--- config.mk ---
export PLATFORM = sky130hd
export DESIGN_NAME = if_id_buffer
export DESIGN_NICKNAME = d
export VERILOG_FILES = /design/src/rtl/if_id_buffer.sv
export SDC_FILE = /design/constraint.sdc
export NUM_CORES = 1
export LEC_CHECK = 0
export ABC_AREA = 1
export BUFFER_PORTS_ARGS = -buffer_cell sky130_fd_sc_hd__buf_2
export CAP_MARGIN = 20
export CORE_UTILIZATION = 45
export CTS_BUF_LIST = sky130_fd_sc_hd__clkbuf_16
export CTS_CLUSTER_SIZE = 25
export DETAILED_ROUTE_END_ITERATION = 12
export PLACE_DENSITY = 0.76
export SLEW_MARGIN = 40
export SYNTH_ARGS = -nofsm -noshare
export SYNTH_HDL_FRONTEND = slang
export SYNTH_SLANG_ARGS = --single-unit
export TNS_END_PERCENT = 10
--- constraint.sdc ---
create_clock -name clock -period 2.1 [get_ports clock]
set_input_delay 0.42 -clock clock [delete_from_list [all_inputs] [get_ports clock]]
set_output_delay 0.42 -clock clock [all_outputs]
set_load 0.02 [all_outputs]
--- src/rtl/if_id_buffer.sv ---
// Two-entry elastic buffer between instruction fetch and decode.
// Optional IFID_BUBBLE_COUNT_EN adds a saturating count of decode-side bubbles.
module if_id_buffer #(
  parameter int DATA_W = 32
) (
  input  logic              clock,
  input  logic              reset,
  input  logic [DATA_W-1:0] pc_in,
  input  logic [DATA_W-1:0] pc_plus_1_in,
  input  logic [DATA_W-1:0] insn_in,
  input  logic              in_valid,
  output logic              in_ready,
  input  logic              flush,
  output logic              out_valid,
  input  logic              out_ready,
  output logic [DATA_W-1:0] out_pc,
  output logic [DATA_W-1:0] out_pc_plus_1,
  output logic [DATA_W-1:0] out_insn,
  output logic [4:0]        out_opcode,
  output logic [1:0]        count
`ifdef IFID_BUBBLE_COUNT_EN
  ,
  output logic [15:0]       bubble_count
`endif
);

  typedef enum logic [1:0] {
    EMPTY = 2'd0,
    ONE   = 2'd1,
    FULL  = 2'd2
  } state_t;

  localparam int ENTRY_W = 3 * DATA_W;

  state_t             state;
  logic [ENTRY_W-1:0] mem [2];
  logic               rd_ptr;
  logic               wr_ptr;
  logic               enq;
  logic               deq;
  logic [ENTRY_W-1:0] head;

  function automatic logic [15:0] sat_inc16(input logic [15:0] v);
    return (v == 16'hFFFF) ? v : v + 16'd1;
  endfunction

  assign enq = in_valid & in_ready;
  assign deq = out_valid & out_ready;

  always_ff @(posedge clock or negedge reset) begin
    if (!reset) begin
      state  <= EMPTY;
      rd_ptr <= 1'b0;
      wr_ptr <= 1'b0;
      mem[0] <= '0;
      mem[1] <= '0;
    end else if (flush) begin
      // Redirect wins over any handshake in the same cycle.
      state  <= EMPTY;
      rd_ptr <= 1'b0;
      wr_ptr <= 1'b0;
    end else begin
      if (enq) begin
        mem[wr_ptr] <= {pc_in, pc_plus_1_in, insn_in};
        wr_ptr      <= ~wr_ptr;
      end
      if (deq) begin
        rd_ptr <= ~rd_ptr;
      end
      case (state)
        EMPTY: if (enq) state <= ONE;
        ONE: begin
          if (enq && !deq)      state <= FULL;
          else if (deq && !enq) state <= EMPTY;
        end
        FULL:    if (deq) state <= ONE;
        default: state <= EMPTY;
      endcase
    end
  end

  assign count     = state;
  assign out_valid = (state != EMPTY);
  assign in_ready  = reset & (state != FULL);
  assign head      = mem[rd_ptr];

  // Empty head presents all-zero fields so decode sees a NOP.
  always_comb begin
    out_pc        = '0;
    out_pc_plus_1 = '0;
    out_insn      = '0;
    if (out_valid) begin
      out_pc        = head[ENTRY_W-1 -: DATA_W];
      out_pc_plus_1 = head[2*DATA_W-1 -: DATA_W];
      out_insn      = head[DATA_W-1:0];
    end
  end

  assign out_opcode = out_insn[DATA_W-1 -: 5];

`ifdef IFID_BUBBLE_COUNT_EN
  logic [15:0] bubble_cnt;

  always_ff @(posedge clock or negedge reset) begin
    if (!reset) begin
      bubble_cnt <= '0;
    end else if (out_ready && !out_valid && !flush) begin
      bubble_cnt <= sat_inc16(bubble_cnt);
    end
  end

  assign bubble_count = bubble_cnt;
`else
  // Default build: no bubble counter, the helper function is simply unused.
  logic unused_sat;
  assign unused_sat = ^sat_inc16(16'd0);
`endif

endmodule

; ---- After elaboration in Yosys (flattened, before gate mapping)
; Index checks and enable logic that the tools add are counted.
[classes]
n_eq_ne = 6
n_reduce_logical = 11
bitwise = 8
mux = 19
n_lt_le_gt_ge = 3
[op_table]
columns = op, count
row1 = 96-bit 2-to-1 mux, 4
row2 = 192-bit bitwise mux, 1
row3 = 96-bit demux with 1-bit select, 1
row4 = 32-bit 2-to-1 mux, 3
row5 = 2-bit 2-to-1 mux, 5
row6 = "3-bit inequality test, second input constant", 2
row7 = 2-bit one-hot mux with 3 select lines, 1
row8 = 2-bit nonzero test, 3
row9 = "2-bit >= comparator, second input constant", 2
row10 = 1-bit 2-to-1 mux, 4
row11 = "4-bit inequality test, second input constant", 1
row12 = 1-bit NOT with 2-bit output, 2
row13 = 1-bit AND, 3
row14 = 1-bit logical AND, 3
row15 = 1-bit NOT, 3
row16 = 3-bit AND reduction, 1
row17 = "2-bit by 1-bit equality test with 1-bit output, second input constant", 1
row18 = "2-bit equality test, second input constant", 1
row19 = 1-bit zero test, 2
row20 = 2-bit zero test, 1
row21 = "2-bit by 1-bit less-than comparator with 1-bit output, second input constant", 1
row22 = "2-bit inequality test, second input constant", 1
row23 = 2-bit AND reduction, 1
[totals]
elab_cells = 52
in_bits = 101
output_inout_bits = 105
reg_bits = 196

; ---- Logic depth before layout (Yosys ltp)
; Gate-level depths: netlist of the first run.
[logic_depth]
ltp_word = 9
mapped_depth = 8
depth_no_buf = 6

; ---- Least setup slack after synthesis of the first run
; No wires, ideal clock.
[synth_timing]
path_kind = register -> output
startpoint = register state[1] (netlist: count[1])
endpoint = output port out_opcode[0]
setup_slack_ps = 9
t_arrival_ps = 1671
path_stages_with_launch = 7
required_time_ps = 1680
path_buffers = 2
cell_sequence = dfrtp_1 nor2_1 inv_2 clkbuf_1 o21ai_0 a21oi_1 buf_4
[synth_between]
elab_chain_len = 2
[synth_rtl]
columns = element, line
row1 = from (decl), 35  ; state_t state;
row2 = from (signal assigned), 52  ; state <= EMPTY;
row3 = from (signal assigned), 59  ; state <= EMPTY;
row4 = from (signal assigned), 71  ; EMPTY: if (enq) state <= ONE;
row5 = 2-bit nonzero test, 83  ; assign out_valid = (state != EMPTY);
row6 = 32-bit 2-to-1 mux, 92  ; if (out_valid) begin
row7 = to (decl), 19  ; output logic [4:0] out_opcode,
; Every way passes these cells.

; ---- Worst setup path in the final report of the first run
[layout_timing]
startpoint = register rd_ptr
endpoint = output port out_pc[17]
[layout_between]
elab_chain_len = 5
[layout_rtl]
columns = element, line
row1 = from (decl), 37  ; logic rd_ptr;
row2 = from (signal assigned), 68  ; rd_ptr <= ~rd_ptr;
row3 = 1-bit NOT with 2-bit output (implied by the code), 85  ; assign head = mem[rd_ptr];
row4 = 96-bit 2-to-1 mux (implied by the code) (3 in series), 85
row5 = 32-bit 2-to-1 mux, 92
row6 = to (decl), 16  ; output logic [DATA_W-1:0] out_pc,
; Every way passes these cells. The select of a mux whose other input is x is not followed.

==> metrics.txt, run 1 <==
Final period util 103%; final setup TNS -299 ps; maximum resistive drop on vdd about 0.00058 V; Total Routing Usage GR between 20% and 30%; cell repeated most along the worst path buf_4; cell with the largest stage delay on the worst path dfrtp_4; cell family with most CP delay flip-flops; vias per std cell 4.85; total number of yosys warnings 0; effective utilization at floorplan 46.5%; sum of buffers and inverters on the critical path 3; post-synth top area share 55.7%; cells traversed along the worst timing path buf_6 > buf_4 > o21ai_0 > a21oi_1 > buf_4; DR DRC count 0; transition time at the pin with the least slew margin just under 500 ps; vias in the first global route slightly below 7000; Total Die Area between 20000 and 25000 um^2; synthesized instance count 1070; Fill cells around 1700; RSZ-0062 raised after global routing yes; htree depth 4; Post-layout nets ~1400; maximum number of pins on one net before global-route repair around 110; critical path class reg2out; global-route wire length before repair approximately 34000 um; CP Max Fanout 8; routed vias 7391; commonest cells after routing, fill and taps aside 198 x nand2_1, 197 x inv_1, 195 x dfrtp_1, 158 x o21ai_0, 146 x buf_2; TritonCTS clock tree done; headroom to the max-slew limit between 60% and 70%; final critical path time including I/O delays and setup between 2000 and 2500 ps; Max Clock Freq 0.462 GHz; clock buffers created by TritonCTS 17; Clock Tree Root clkbuf_16; fraction of layout instances using a drive strength above 1 roughly a quarter; status complete, but fails checks; I/O pin total about 210; weighted congestion reported at the end of routability-driven placement 0.790; worst-case clock skew ~13 ps; dpl hpwl ~13000 um; horizontal die dimension approximately 140 um; number of max-slew violations in the final report 0; Hold Slack 57.7 ps; critical path's largest stage delay between 500 and 600 ps; Avg WL per Cell about 14 um; height of the die between 100 and 150 um; iteration count of the initial detailed-routing pass 5; Core ar. roughly 19000 um^2; leakage power ~5.8 nW; post-synthesis average cell area ~8 um^2; portion of the post-synthesis area used by sequential elements approximately 56%; arrival time reported for the critical path endpoint around 1800 ps; synthesized net count ~1200; Worst EP required 1680 ps; number of nets with antenna violations after routing 0; antenna violations before repair 2; total gr overflow 0; synthesis-stage register bit count 196; ratio of total power to cell area roughly 1100 nW/um^2; site row count 50; latest clock arrival within the worst-skew pair 420 ps; Post-Route WL 21500 um; Max Cap Viol 0; non-filler cells in the finished layout 1523; dpl cells 1478; final instance area between 10000 and 15000 um^2; Worst Setup End Kind output pin; Cell Area, Synth 8810 um^2; CTS clock-pin slew for the worst setup and hold paths roughly 70 ps; clk sink count between 150 and 200; Distinct cells, synth 19; number of buffer cells added on primary ports between 200 and 250; Max Buffers Root-to-Sink 2; Hold Violations, Final 0; setup slack after layout -65.3 ps; commonest non-fill, non-tap cell in the layout nand2_1; class of the tightest hold or removal check in2async; nature of the critical path startpoint flip-flop; hold-fix buffer count after cts 0; dominant cell type by area after synthesis dfrtp_1; area after detailed placement 10100 um^2; Synth area leaders dfrtp_1 56%, o21ai_0 11%, nand2_1 8.4%, inv_1 8.4%, a21oi_1 5.5%; Final setup viols 17; number of DRC markers after the initial detailed-route iteration roughly 430; violated checks setup timing; area growth from synthesis to layout 26.1%
-- cell families (layout without fill, tap and decap cells) --
kind of cell    Yosys count  in the layout  share of synthesized area [%]
compound gates          387            387                           22.1
buf+inv                 276            468                           12.9
simple gates            210            210                           9.19
flops                   196            196                           55.7
xor+xnor                  1              1                         0.0995
other cells               0              1                              0
-- area by class of cell --
cell class | count | area (um^2) | area share (%)
inverter | 198 | 748 | 6.74
multi-input combinational | 598 | 2870 | 25.9
clock inverter | 15 | 129 | 1.16
sequential | 196 | 4910 | 44.2
tap | 260 | 325 | 2.93
antenna | 1 | 2.50 | 0.0225
timing repair buffer | 238 | 1690 | 15.2
clock buffer | 17 | 425 | 3.83
-- worst reg2reg max path: stages (launching register included) --
cell and delay (ps):
dfrtp_1 410, buf_4 170, a21boi_2 190, nand4_1 250, buf_12 260, buf_4 250
nand2_1 80, o21ai_1 60
-- power breakdown --
group / switching [mW] / internal, mW
clock network: 1.52 / 1.55
registers: 0.399 / 4.80
logic: 2.33 / 1.45
total: 4.26 / 7.81
-- synth_stat cells --
master / count
buf_2: 36
inv_1: 196
buf_4: 15
nand3_2: 1
a21oi_1: 96
inv_2: 2
buf_1: 3
xor2_1: 1
nand2_1: 198
a211oi_1: 1
o21ai_0: 194
nand3_1: 3
a21boi_2: 1
o21ai_1: 95
nor3_2: 1
nor2_1: 5
nand4_1: 2
dfrtp_1: 196
clkbuf_1: 24
-- registers in the layout, indices dropped and copies added, names as in the netlist --
| signal | flops |
|---|---|
| mem | 192 |
| count | 2 |
| rd_ptr | 1 |
| wr_ptr | 1 |
-- what timing repair did --
| item | CTS | global route |
|---|---|---|
| hold endpoints to repair | 0 | 0 |
| resized for setup | 36 | 97 |
| cloned | 3 | 3 |
| pin swaps | 0 | 3 |
| setup buffers | 5 | 3 |
| setup endpoints to repair | 93 | 99 |
-- final timing paths --
path | from | end | slack (ps) | cells after the start
max | rd_ptr | out_pc[17] | -70 | 5
min | reset | mem[87] | 60 | 2
max reg2reg | count[1] | mem[104] | 330 | 7
min reg2reg | mem[118] | mem[118] | 490 | 2
max in group asynchronous | reset | mem[59] | 1250 | 3
min in group clock | pc_plus_1_in[13] | mem[45] | 210 | 3
-- metal layers --
| layer | global-route usage (%) | vias up | wire, um |
|---|---|---|---|
| met2 | 32.6 | 216 | 9590 |
| met5 | 0 | - | 13 |
| met1 | 31.1 | 3405 | 10200 |
| li1 | - | 3744 | - |
| met3 | 5.13 | 24 | 1420 |
| met4 | 6.06 | 2 | 298 |
-- metrics by stage --
stage	util, %	power [mW]	setup slack (ps)
after floorplan	-	7.37	9.15
after global placement	53.0	8.41	338
after detailed placement	53.1	8.52	333
after CTS	57.2	11.9	-59.3
after global routing	58.6	12.8	-110
final	58.6	12.1	-65.3
No activity file was read; power rests on OpenSTA's default activity.
==> run 2: changes to the inputs <==
--- a/config.mk
+++ b/config.mk
@@ -8,4 +8,4 @@
 export ABC_AREA = 1
+export ABC_CLOCK_PERIOD_IN_PS = 2100
 export BUFFER_PORTS_ARGS = -buffer_cell sky130_fd_sc_hd__buf_2
-export CAP_MARGIN = 20
 export CORE_UTILIZATION = 45
--- a/constraint.sdc
+++ b/constraint.sdc
@@ -3,2 +3,2 @@
 set_output_delay 0.42 -clock clock [all_outputs]
-set_load 0.02 [all_outputs]
+set_load 0.1 [all_outputs]
==> metrics.txt, run 2 (synthesis gave the netlist of run 1 again) <==
number of nets with antenna violations after routing 0; Max Buffers Root-to-Sink 2; Critical Path Source rd_ptr; dpl cells between 1000 and 1500; horizontal die dimension around 140 um; Total Routing Usage GR around a quarter; clk sink count between 150 and 200; hold-fix buffer count after cts 0; Post-Route WL about 25000 um; Post-layout nets between 1000 and 1500; switching share of power between 40 and 50%; commonest cells after routing, fill and taps aside 198 x nand2_1, 196 x inv_1, 193 x dfrtp_1, 142 x o21ai_1, 117 x buf_12; Clock power frac around 17%; Max Cap Viol 0; flip-flop count of the largest register, all copies and words added around 190; htree depth 4; Total Die Area around 20000 um^2; I/O pin total 206; wire length on met2 12900 um; arrival time reported for the critical path endpoint 1850 ps; start of the worst register-to-register path count[1]; Worst Setup End Kind output pin; class of the tightest hold or removal check in2async; number of max-slew violations in the final report 0; Final setup viols between 90 and 100; P_int approximately 9.5 mW; Pwr Total 17.8 mW; height of the die between 100 and 150 um; utilization after layout 73.4%; status complete, but fails checks; number of DRC markers after the initial detailed-route iteration 442; commonest non-fill, non-tap cell in the layout nand2_1; vias in the first global route 8073; DR DRC count 0; dpl hpwl 15300 um; setup slack after layout -167 ps; vias per std cell roughly 5; Hold Violations, Final 0; clock buffers created by TritonCTS 17; Clock Tree Root clkbuf_16; area after detailed placement roughly 13000 um^2; violated checks setup timing; non-filler cells in the finished layout 1533; total met3 wirelength after detailed routing ~1400 um; maximum resistive drop on vdd approximately 0.00069 V; global-route wire length before repair a little over 40000 um; number of buffer cells added on primary ports roughly 210; TritonCTS clock tree done; Max Clock Freq 0.441 GHz; site row count 50; Reg with most FFs mem; worst-case clock skew about 6.6 ps; CTS clock-pin slew for the worst setup and hold paths ~70 ps; headroom to the max-slew limit between 50% and 60%; RSZ-0062 raised after global routing yes; Avg WL per Cell between 15 and 20 um; maximum number of pins on one net before global-route repair between 100 and 150; latest clock arrival within the worst-skew pair between 400 and 500 ps; effective utilization at floorplan a little under half; Final period util 108%; routed vias 7861; ratio of total power to cell area approximately 1300 nW/um^2; Worst EP required 1680 ps; nature of the critical path startpoint flip-flop; weighted congestion reported at the end of routability-driven placement 0.785; final critical path time including I/O delays and setup ~2300 ps; uppermost metal layer occupied by signal nets met5; CP Max Fanout 25; critical path class reg2out; Core ar. approximately 19000 um^2; fraction of layout instances using a drive strength above 1 33.6%; final instance area around 14000 um^2; total gr overflow 0; area growth from synthesis to layout 58.0%; Reg power frac between 20 and 30%; reg-to-reg setup timing slack around 230 ps; iteration count of the initial detailed-routing pass 5; transition time at the pin with the least slew margin about 670 ps; antenna violations before repair 4; final setup TNS -8680 ps; total routed wire length on the met1 layer between 10000 and 15000 um; Net Sw Power between 8 and 9 mW; leakage power 6.36 nW; share of total power in combinational logic 52.9%
-- run 2: changes by cell type in the layout (fill, tap and decap cells not counted), sizes merged --
cell,previous run,this run
buf,235,244
clkinvlp,5,2
bufbuf,0,2
clkbuf,20,18
clkinv,5,7
diode,1,2
inv,203,204
-- run 2: final timing paths --
kind,cells after the start,endpoint
max in group asynchronous,2,rd_ptr
setup reg to reg,7,mem[35]
hold reg to reg,2,mem[151]
min in group clock,3,mem[74]
hold / removal,2,count[0]
setup / recovery,5,out_pc_plus_1[30]
-- run 2: repair_timing --
action | CTS | global route
hold endpoints to repair | 0 | 0
endpoints found under the setup margin | 101 | 101
setup buffers | 15 | 0
pin swaps | 14 | 11
resized for setup | 151 | 9
cloned | 8 | 0
-- run 2: critical path, stage by stage (launching register included) --
cell     delay, ps
dfrtp_4        560
buf_12         170
buf_16         160
o21ai_1        280
a21oi_4         70
buf_12         170
-- run 2: power by group through the flow --
stage                     Combinational, mW  Sequential, mW  Clock [mW]
after floorplan                        6.00            5.18           0
after global placement                 8.51            5.22           0
after detailed placement               8.66            5.28           0
after CTS                              9.38            5.27        3.11
after global routing                   9.84            5.41        3.25
final                                  9.40            5.31        3.06
-- run 2: layout make-up --
cell class	instances	area [um^2]
Fill cell	1286	5040
Clock inverter	15	123
Antenna cell	2	5.00
Inverter	198	748
Timing Repair Buffer	247	3320
Clock buffer	17	425
Multi-Input combinational cell	598	4060
Sequential cell	196	4920
Tap cell	260	325
-- run 2: stage by stage --
stage | setup slack (ps) | hold slack, ps
after floorplan | -289 | 124
after global placement | 244 | 460
after detailed placement | 118 | 469
after CTS | -192 | 145
after global routing | -208 | 160
final | -167 | 108
-- run 2: layer usage --
| metal | vias up | global-route usage, % |
|---|---|---|
| met3 | 53 | 5.94 |
| met2 | 231 | 45.0 |
| met5 | - | 0 |
| li1 | 3772 | - |
| met4 | 4 | 10.6 |
| met1 | 3801 | 32.6 |
